--- config.mk ---
export PLATFORM = sky130hd
export DESIGN_NAME = even_par_frame_rx
export DESIGN_NICKNAME = d
export VERILOG_FILES = /design/src/rtl/even_par_frame_rx.sv
export SDC_FILE = /design/constraint.sdc
export NUM_CORES = 1
export LEC_CHECK = 0
export ABC_CLOCK_PERIOD_IN_PS = 1250
export CAP_MARGIN = 5
export CELL_PAD_IN_SITES_DETAIL_PLACEMENT = 0
export CELL_PAD_IN_SITES_GLOBAL_PLACEMENT = 2
export CORE_MARGIN = 4
export CORE_UTILIZATION = 33
export DETAILED_ROUTE_END_ITERATION = 12
export PLACE_DENSITY = 0.72
export SETUP_SLACK_MARGIN = 0.5
export SLEW_MARGIN = 10
export SYNTH_ARGS = -nofsm -noshare
export SYNTH_HDL_FRONTEND = slang
export SYNTH_SLANG_ARGS = --single-unit
--- constraint.sdc ---
create_clock -name clk -period 1.25 [get_ports clk]
set_input_delay 0.25 -clock clk [delete_from_list [all_inputs] [get_ports clk]]
set_output_delay 0.25 -clock clk [all_outputs]
set_load 0.02 [all_outputs]
--- src/rtl/even_par_frame_rx.sv ---
// rtl/even_par_frame_rx.sv - serial frame receiver: start, DATA_W bits LSB first, even parity, stop.
module even_par_frame_rx #(
   parameter int DATA_W       = 4,
   parameter int CLKS_PER_BIT = 4
) (
   input  logic              clk,
   input  logic              rst,
   input  logic              rx_in,
   output logic [DATA_W-1:0] Data,
   output logic              Even_parity,
   output logic              valid,
   output logic              par_err,
   output logic              frame_err,
   output logic              busy
);

   localparam int CNT_W = (CLKS_PER_BIT > 2) ? $clog2(CLKS_PER_BIT) : 1;
   localparam int IDX_W = (DATA_W > 1) ? $clog2(DATA_W) : 1;
   localparam logic [CNT_W-1:0] CNT_HALF = CNT_W'(CLKS_PER_BIT/2 - 1);
   localparam logic [CNT_W-1:0] CNT_FULL = CNT_W'(CLKS_PER_BIT - 1);
   localparam logic [IDX_W-1:0] IDX_LAST = IDX_W'(DATA_W - 1);

   typedef enum logic [2:0] {IDLE, START, DATA, PARITY, STOP} state_t;

   state_t              state_q, state_d;
   logic [CNT_W-1:0]    cnt_q, cnt_d;
   logic [IDX_W-1:0]    idx_q, idx_d;
   logic [DATA_W-1:0]   shift_q, shift_d;
   logic                par_bit_q, par_bit_d;
   logic                sync1_q, sync1_d;
   logic                rx_s_q, rx_s_d;
   logic [DATA_W-1:0]   data_q, data_d;
   logic                even_par_q, even_par_d;
   logic                valid_q, valid_d;
   logic                par_err_q, par_err_d;
   logic                frame_err_q, frame_err_d;

   always_ff @(posedge clk or posedge rst) begin
      if (rst) begin
         state_q     <= IDLE;
         cnt_q       <= '0;
         idx_q       <= '0;
         shift_q     <= '0;
         par_bit_q   <= 1'b0;
         sync1_q     <= 1'b1;
         rx_s_q      <= 1'b1;
         data_q      <= '0;
         even_par_q  <= 1'b0;
         valid_q     <= 1'b0;
         par_err_q   <= 1'b0;
         frame_err_q <= 1'b0;
      end else begin
         state_q     <= state_d;
         cnt_q       <= cnt_d;
         idx_q       <= idx_d;
         shift_q     <= shift_d;
         par_bit_q   <= par_bit_d;
         sync1_q     <= sync1_d;
         rx_s_q      <= rx_s_d;
         data_q      <= data_d;
         even_par_q  <= even_par_d;
         valid_q     <= valid_d;
         par_err_q   <= par_err_d;
         frame_err_q <= frame_err_d;
      end
   end

   always_comb begin
      state_d     = state_q;
      cnt_d       = cnt_q;
      idx_d       = idx_q;
      shift_d     = shift_q;
      par_bit_d   = par_bit_q;
      sync1_d     = rx_in;
      rx_s_d      = sync1_q;
      data_d      = data_q;
      even_par_d  = even_par_q;
      valid_d     = 1'b0;
      par_err_d   = par_err_q;
      frame_err_d = frame_err_q;
      case (state_q)
         IDLE: begin
            if (!rx_s_q) begin
               state_d = START;
               cnt_d   = '0;
            end
         end
         START: begin
            // Mid-start-bit recheck: a line back high here was only a glitch.
            if (cnt_q == CNT_HALF) begin
               if (rx_s_q) begin
                  state_d = IDLE;
               end else begin
                  state_d = DATA;
                  cnt_d   = '0;
                  idx_d   = '0;
               end
            end else begin
               cnt_d = cnt_q + CNT_W'(1);
            end
         end
         DATA: begin
            if (cnt_q == CNT_FULL) begin
               shift_d[idx_q] = rx_s_q;
               cnt_d          = '0;
               if (idx_q == IDX_LAST) state_d = PARITY;
               else                   idx_d   = idx_q + IDX_W'(1);
            end else begin
               cnt_d = cnt_q + CNT_W'(1);
            end
         end
         PARITY: begin
            if (cnt_q == CNT_FULL) begin
               par_bit_d = rx_s_q;
               cnt_d     = '0;
               state_d   = STOP;
            end else begin
               cnt_d = cnt_q + CNT_W'(1);
            end
         end
         STOP: begin
            if (cnt_q == CNT_FULL) begin
               data_d      = shift_q;
               even_par_d  = par_bit_q;
               par_err_d   = ^{shift_q, par_bit_q};
               frame_err_d = ~rx_s_q;
               valid_d     = 1'b1;
               cnt_d       = '0;
               state_d     = IDLE;
            end else begin
               cnt_d = cnt_q + CNT_W'(1);
            end
         end
         default: state_d = IDLE;
      endcase
   end

   assign Data        = data_q;
   assign Even_parity = even_par_q;
   assign valid       = valid_q;
   assign par_err     = par_err_q;
   assign frame_err   = frame_err_q;
   assign busy        = (state_q != IDLE);

endmodule

Word-level counts from Yosys, hierarchy flattened

Cells that the tools add are included.

Flip-flop bits (word level): 22
Memories kept: 0
Bits in writable memories: 0
Latch bits: 0
Bits of input ports: 3
Memory bits (read-only): 0

Magnitude comparators: 2
Reductions and logical operators: 12
Add/subtract/negate cells: 2
Multipliers: 0
Divide/modulo/power cells: 0
Equality and inequality tests: 15
Mux-type cells: 22
Bitwise operators: 1
Shifts and indexed selects: 0

Operators with widths:

| kind                | number |
|---|---|
| $mux 3              | 6 |
| $mux 2              | 8 |
| $ne 2x2->1 const B  | 8 |
| $pmux 3 s5          | 1 |
| $eq 3x2->1 const B  | 2 |
| $pmux 2 s3          | 1 |
| $reduce_and 2->1    | 3 |
| $reduce_and 6->1    | 1 |
| $reduce_bool 3->1   | 2 |
| $reduce_and 5->1    | 1 |
| $reduce_xor 5->1    | 1 |
| $add 2x1->2 const B | 2 |
| $bwmux 4            | 1 |
| $eq 2x2->1 const B  | 2 |
| $pmux 2 s2          | 1 |
| $eq 3x1->1 const B  | 1 |
| $eq 3x3->1 const B  | 1 |
| $logic_not 3->1     | 1 |
| $lt 2x3->1 const B  | 1 |
| $mux 1              | 3 |
| $reduce_or 3->1     | 1 |
| $demux 1 s2         | 1 |
| $eq 2x1->1 const B  | 1 |
| $ge 2x1->1 const B  | 1 |
| 3 further kinds     | 3 |

Logic depth before layout (Yosys ltp)

Gate-level depths: netlist of run 1.

Word-level depth: 5
Mapped depth: 6
Depth with buffers taken out: 6

Worst setup path before layout of run 1

OpenSTA, ideal clock, no wires.

Kind: flip-flop to flip-flop
Start point: reg cnt_q[0]
End point: reg state_q[0]
Slack: -87 ps
Buffers on the path: 1
Data arrival time: 1265 ps
Cell stages (with the launch flop): 5
Period minus slack after synthesis: 1337 ps
Required time: 1178 ps
Cells stage by stage: dfrtp_1 > ha_1 > buf_6 > mux4_2 > nor2_1

Word-level cells in the longest chain between the ends: 3
Elaborated cells between the ends (all ways): 7

Ends and longest elaborated chain:

| item                                     | line | RTL |
|---|---|---|
| start: declaration                       | 26   | `logic [CNT_W-1:0] cnt_q, cnt_d;` |
| start signal: assignment                 | 54   | `cnt_q <= cnt_d;` |
| $eq 2x2->1 or $eq 2x1->1 (tied branches) | --   |  |
| $ne 2x2->1 (no line)                     | --   |  |
| $reduce_and 6->1 (no line) *             | --   |  |
| end signal: assignment                   | 53   | `state_q <= state_d;` |
| end: declaration                         | 25   | `state_t state_q, state_d;` |

Mark *: on every way between the ends. The rest lies on a longest branch, timed or not.
A chain may end at the register's enable or synchronous reset.

Final worst setup path of run 1

Start point: reg state_q[0]
End point: out busy

Word-level cells in the longest chain between the ends: 1

Ends and longest elaborated chain:

| item              | line | RTL |
|---|---|---|
| $reduce_bool 3->1 | 143  | `assign busy = (state_q != IDLE);` |
| end: declaration  | 14   | `output logic busy` |

Every way passes these cells.

==> metrics.txt, run 1 <==
VDD IR max 0.00110 V; worst-margin pin slew 226 ps; worst skew pair latency 310 ps; Reg2Reg Launch Point state_q[0]$_DFFE_PP0P_; Pins Over Slew Limit 0; Syn Area/Cell 11.1 um^2; crit path DAT 1240 ps; final WL 2.25 mm; final hold viol count 0; synth unique cells 32; post-route ant nets 0; Longest Clk Path Bufs 2; setup slack after layout -245 ps; RD Place Congestion 0.698; P_leak 0.855 nW; Die Area 0.00452 mm^2; crit-path cells or3_4 > buf_6; initial antenna violation count 0; antenna fix cells 0; CTS Buf Count 3; CP Launch Point state_q[0]$_DFFE_PP0P_; R2R cell count 5; DP HPWL 1.55 mm; share of cells above drive strength 1 60.1%; starting density of the core 34.4%; maxcap violations 0; routed vias 890; die width 67.2 um; Post-route DRC 0; first-pass GRT wire length 3.86 mm; wire per inst 11.6 um; Die Y 67.2 um; asr flop ratio synth 100%; gr ovfl total 0; Reg clk slew, reported paths 130 ps; Critical Path End busy; r2r endpoint Data[3]$_DFFE_PP0P_; Worst R2R Setup Slack -130 ps; RSZ-0062 raised after global routing yes; Top FF cell, synth dfrtp_1; critical path depth in cells 2; flops & latches, synth 22; outcome finished, violations left; Synth Cell Area 0.00116 mm^2; Rows 21; WP buf/inv 1; failing checks negative setup slack; P per Cell Area 1970 mW/mm^2; Overall Global Routing Usage 11.1%; placed cell areas 0.00147 mm^2; critical path capture point type output port; clock sinks 22; startpoint class of the critical path flip-flop; CTS H-tree lvls 1; post-route setup TNS -1740 ps; I/O pins 12; initial DRC count 28; highest-delay cell along the critical path dfrtp_1; Nets 159; total power draw 3.51 mW; crit-path max FO 2; Final min period 1490 ps; Multi-input gate area 664 um^2; synthesized instance count 104; Design Area, Final 0.00178 mm^2; critical path class flip-flop to output port; CTS tree done; syn nets 114; Final Hold Slack 246 ps; FMAX 669 MHz; Reg area 557 um^2; number of synthesized flops with an enable pin 0; post-layout util 53.1%; Seq/Total Area, Yosys 47.8%; largest net degree at the start of global routing 23; final worst clock skew 2.48 ps; Final setup viols 17; clock root buffer clkbuf_4; Layout fillers 318; Max stage delay on crit path 400 ps; I/O Buffers 11; Period Utilization, post-route 120%; vias in the first global route 908; Critical Path RT 1000 ps; Slew headroom 84.9%; Layout area overhead 54.2%; Crit path max-delay family flip-flops; worst hold path type primary input to asynchronous set/reset pin; Synth Warn # 0; Initial DRT Pass Iterations 2; vias per inst 4.59; Core ar. 0.00336 mm^2
## cells by family after synthesis
| logic type | after synthesis | share of synthesized area (%) |
|---|---|---|
| AND/OR/NAND/NOR | 33 | 17.6 |
| flip-flops | 22 | 47.8 |
| AO/OA/AOI/OAI | 19 | 9.73 |
| buffers and inverters | 13 | 5.84 |
| adder cells (fa/ha/maj) | 7 | 7.57 |
| multiplexers | 6 | 8.43 |
| XOR/XNOR | 4 | 3.03 |
## worst reg2reg max path, stage by stage (launching register included)
cell and delay (ps):
dfrtp_1 400, buf_4 140, buf_8 130, nor2_4 120
nand3_4 160, mux2_4 330
## through the flow
step | setup slack (ps) | cells
floorplan | -54.3 | 104
global route | -280 | 194
detailed placement | -309 | 177
global placement | -303 | 177
CTS | -257 | 189
finish | -245 | 194
## synthesized netlist by cell type, types with 3 or more instances
master,instances,area (um^2)
ha_1,7,87.6
nand2_1,13,48.8
nand3_1,3,15.0
nand2b_1,3,18.8
xnor2_1,3,26.3
mux2_4,5,75.1
o21ai_0,3,15.0
dfrtp_1,20,500
inv_1,10,37.5
o21ai_1,9,45.0
## timing repair
action	4_1_cts	5_1_grt
pin swaps	15	10
resized for setup	79	14
hold buffers	0	0
buffers inserted	8	5
endpoints found under the hold margin	0	0
setup endpoints to repair	29	29
## sequential cells by signal, summed over array words and instances (netlist names), 2 cells and up
register and cells:
cnt_q 2, shift_q 4, state_q 3, Data 4, idx_q 2
## layout make-up
| cell class | instances | area share [%] |
|---|---|---|
| Sequential cell | 22 | 31.2 |
| Tap cell | 46 | 3.23 |
| Clock buffer | 3 | 1.26 |
| Timing Repair Buffer | 43 | 23.3 |
| Multi-Input combinational cell | 69 | 37.2 |
| Inverter | 10 | 2.10 |
| Clock inverter | 1 | 1.68 |
## where the power goes
| group | switching, mW | internal [mW] | total [mW] |
|---|---|---|---|
| clock | 0.223 | 0.324 | 0.547 |
| combinational | 0.831 | 1.09 | 1.92 |
| sequential | 0.152 | 0.888 | 1.04 |
| total | 1.21 | 2.30 | 3.51 |
## worst min-delay path by stage
| stage | cells after the start | slack, ps | endpoint |
|---|---|---|---|
| floorplan | 1 | 240 | Data[0]$_DFFE_PP0P_ |
| global placement | 0 | 350 | rx_s_q$_DFF_PP1_ |
| detailed placement | 0 | 350 | rx_s_q$_DFF_PP1_ |
| CTS | 3 | 240 | cnt_q[0]$_DFFE_PP0P_ |
| global route | 3 | 240 | frame_err$_DFFE_PP0P_ |
| finish | 3 | 250 | frame_err$_DFFE_PP0P_ |
## layout by cell type, fill, tap and decap left out, types with 2 or more instances in the layout
| master | n |
|---|---|
| inv_2 | 3 |
| clkbuf_4 | 3 |
| dfrtp_1 | 17 |
| o21ai_1 | 7 |
| buf_4 | 21 |
| ha_1 | 4 |
| o21ai_2 | 5 |
| mux2_4 | 5 |
| dfstp_2 | 2 |
| nand2b_4 | 3 |
| dfrtp_2 | 3 |
| nand3_2 | 2 |
| ha_4 | 3 |
| nand2_1 | 7 |
| inv_1 | 7 |
| nor2_2 | 2 |
| clkdlybuf4s50_1 | 2 |
| xnor2_1 | 3 |
| buf_6 | 18 |
| nand2_2 | 5 |
| nand2_4 | 2 |
## routing by layer
layer	routed length [um]	GRT usage, %	vias up
li1	-	-	438
met1	983	13.9	438
met2	1160	19.5	12
met3	101	3.66	2
met4	4	0.759	0
met5	0	0	-
(Power assumes the default switching activity.)
==> run 2: changes to the inputs <==
==> constraint.sdc (replaced) <==
create_clock -name clk -period 1.25 [get_ports clk]
set_input_delay 0.25 -clock clk [delete_from_list [all_inputs] [get_ports clk]]
set_output_delay 0.25 -clock clk [all_outputs]
set_load 0.05 [all_outputs]
==> metrics.txt, run 2 (synthesized netlist as in run 1, its figures left out) <==
I/O Buffers 11; CTS tree done; vias per inst 4.63; pre-CTS WS -87.5 ps; P_leak 0.797 nW; VDD IR max 0.00102 V; Die Area 0.00452 mm^2; final worst clock skew 2.63 ps; DP HPWL 1.66 mm; critical path depth in cells 2; RSZ-0062 raised after global routing yes; Layout area overhead 54.2%; share of cells above drive strength 1 59.9%; initial antenna violation count 0; CTS H-tree lvls 1; FMAX 643 MHz; crit path DAT 1310 ps; critical path class flip-flop to output port; Overall Global Routing Usage 12.3%; Max stage delay on crit path 440 ps; clock root buffer clkbuf_4; gr ovfl total 0; worst hold path type primary input to asynchronous set/reset pin; post-route ant nets 0; final hold viol count 0; most common cell after layout, fill and taps aside buf_4; WP buf/inv 1; r2r endpoint state_q[0]$_DFFE_PP0P_; CP Launch Point state_q[2]$_DFFE_PP0P_; worst-margin pin slew 213 ps; Reg2Reg Launch Point cnt_q[0]$_DFFE_PP0P_; crit-path cells or3_4 > buf_6; placed cell areas 0.00155 mm^2; clock sinks 22; Final setup viols 13; Pins Over Slew Limit 0; Worst R2R Setup Slack -110 ps; Design Area, Final 0.00178 mm^2; R2R cell count 4; Reg clk slew, reported paths 130 ps; RD Place Congestion 0.731; crit-path max FO 2; initial DRC count 15; startpoint class of the critical path flip-flop; non-filler instance count after layout 188; # placed instances 176; Period Utilization, post-route 124%; critical path capture point type output port; Critical Path End busy; Final min period 1560 ps; Slew headroom 85.8%; wire per inst 12.7 um; die width 67.2 um; first-pass GRT wire length 4.20 mm; Rows 21; P per Cell Area 1970 mW/mm^2; outcome finished, violations left; routed vias 870; Longest Clk Path Bufs 2; Die Y 67.2 um; vias in the first global route 891; Nets 153; post-route setup TNS -873 ps; most frequent cells in the layout buf_4 (16), dfrtp_2 (12), o21ai_1 (12); Crit path max-delay family flip-flops; setup slack after layout -306 ps; CTS Buf Count 3; starting density of the core 34.4%; worst skew pair latency 320 ps; highest-delay cell along the critical path dfrtp_1; antenna fix cells 0; I/O pins 12; Layout fillers 316; Critical Path RT 1000 ps; Post-route DRC 0; final WL 2.39 mm; failing checks negative setup slack; Initial DRT Pass Iterations 3; maxcap violations 0; largest net degree at the start of global routing 23; Core ar. 0.00336 mm^2
## run 2: changes by cell type in the layout (fill, tap and decap cells not counted), sizes merged
cell / change
buf: -6
## run 2: area by class of cell
| cell class | count | area (um^2) | area share (%) |
|---|---|---|---|
| clock buffer | 3 | 22.5 | 1.26 |
| clock inverter | 1 | 30.0 | 1.68 |
| inverter | 10 | 40.0 | 2.24 |
| multi-input combinational | 69 | 633 | 35.5 |
| sequential | 22 | 568 | 31.8 |
| tap | 46 | 57.6 | 3.23 |
| timing repair buffer | 37 | 433 | 24.3 |
## run 2: worst register-to-register path: stages, from the launching register on
cell,delay (ps)
dfrtp_2,460
ha_4,210
nand2_2,60
mux4_2,460
nor2_1,110
## run 2: worst min path at each step
stage | startpoint | endpoint | slack (ps) | depth (start not counted)
2_1_floorplan | rst | cnt_q[0]$_DFFE_PP0P_ | 240 | 1
3_3_place_gp | rx_s_d$_DFF_PP1_ | rx_s_q$_DFF_PP1_ | 350 | 0
3_5_place_dp | rx_s_d$_DFF_PP1_ | rx_s_q$_DFF_PP1_ | 350 | 0
4_1_cts | rst | Even_parity$_DFFE_PP0P_ | 230 | 3
5_1_grt | rst | Data[3]$_DFFE_PP0P_ | 280 | 3
6_report | rst | Data[3]$_DFFE_PP0P_ | 240 | 3
## run 2: power breakdown
| part | switching, mW | leakage (nW) | internal [mW] |
|---|---|---|---|
| sequential | 0.172 | 0.272 | 0.893 |
| clock | 0.236 | 0.0279 | 0.324 |
| combinational | 0.856 | 0.497 | 1.03 |
## run 2: timing repair
action / CTS / global route
setup buffers: 7 / 1
resized for setup: 30 / 2
hold endpoints to repair: 0 / 0
endpoints found under the setup margin: 29 / 29
hold buffers: 0 / 0
pin swaps: 15 / 3
## run 2: through the flow
stage | hold WS (ps) | power, mW | util [%]
4_1_cts | 235 | 3.50 | 52.6
3_5_place_dp | 347 | 2.50 | 46.0
6_report | 239 | 3.51 | 53.1
5_1_grt | 278 | 3.74 | 53.1
3_3_place_gp | 348 | 2.48 | 46.0
2_1_floorplan | 237 | 2.01 | -
## run 2: per-layer routing
layer | vias to the layer above | track usage [%] | part of all wire (%)
li1 | 429 | - | -
met1 | 424 | 16.6 | 50
met2 | 12 | 19.8 | 46
met3 | 5 | 2.00 | 2.3
met4 | 0 | 4.56 | 1.6
met5 | - | 0 | 0
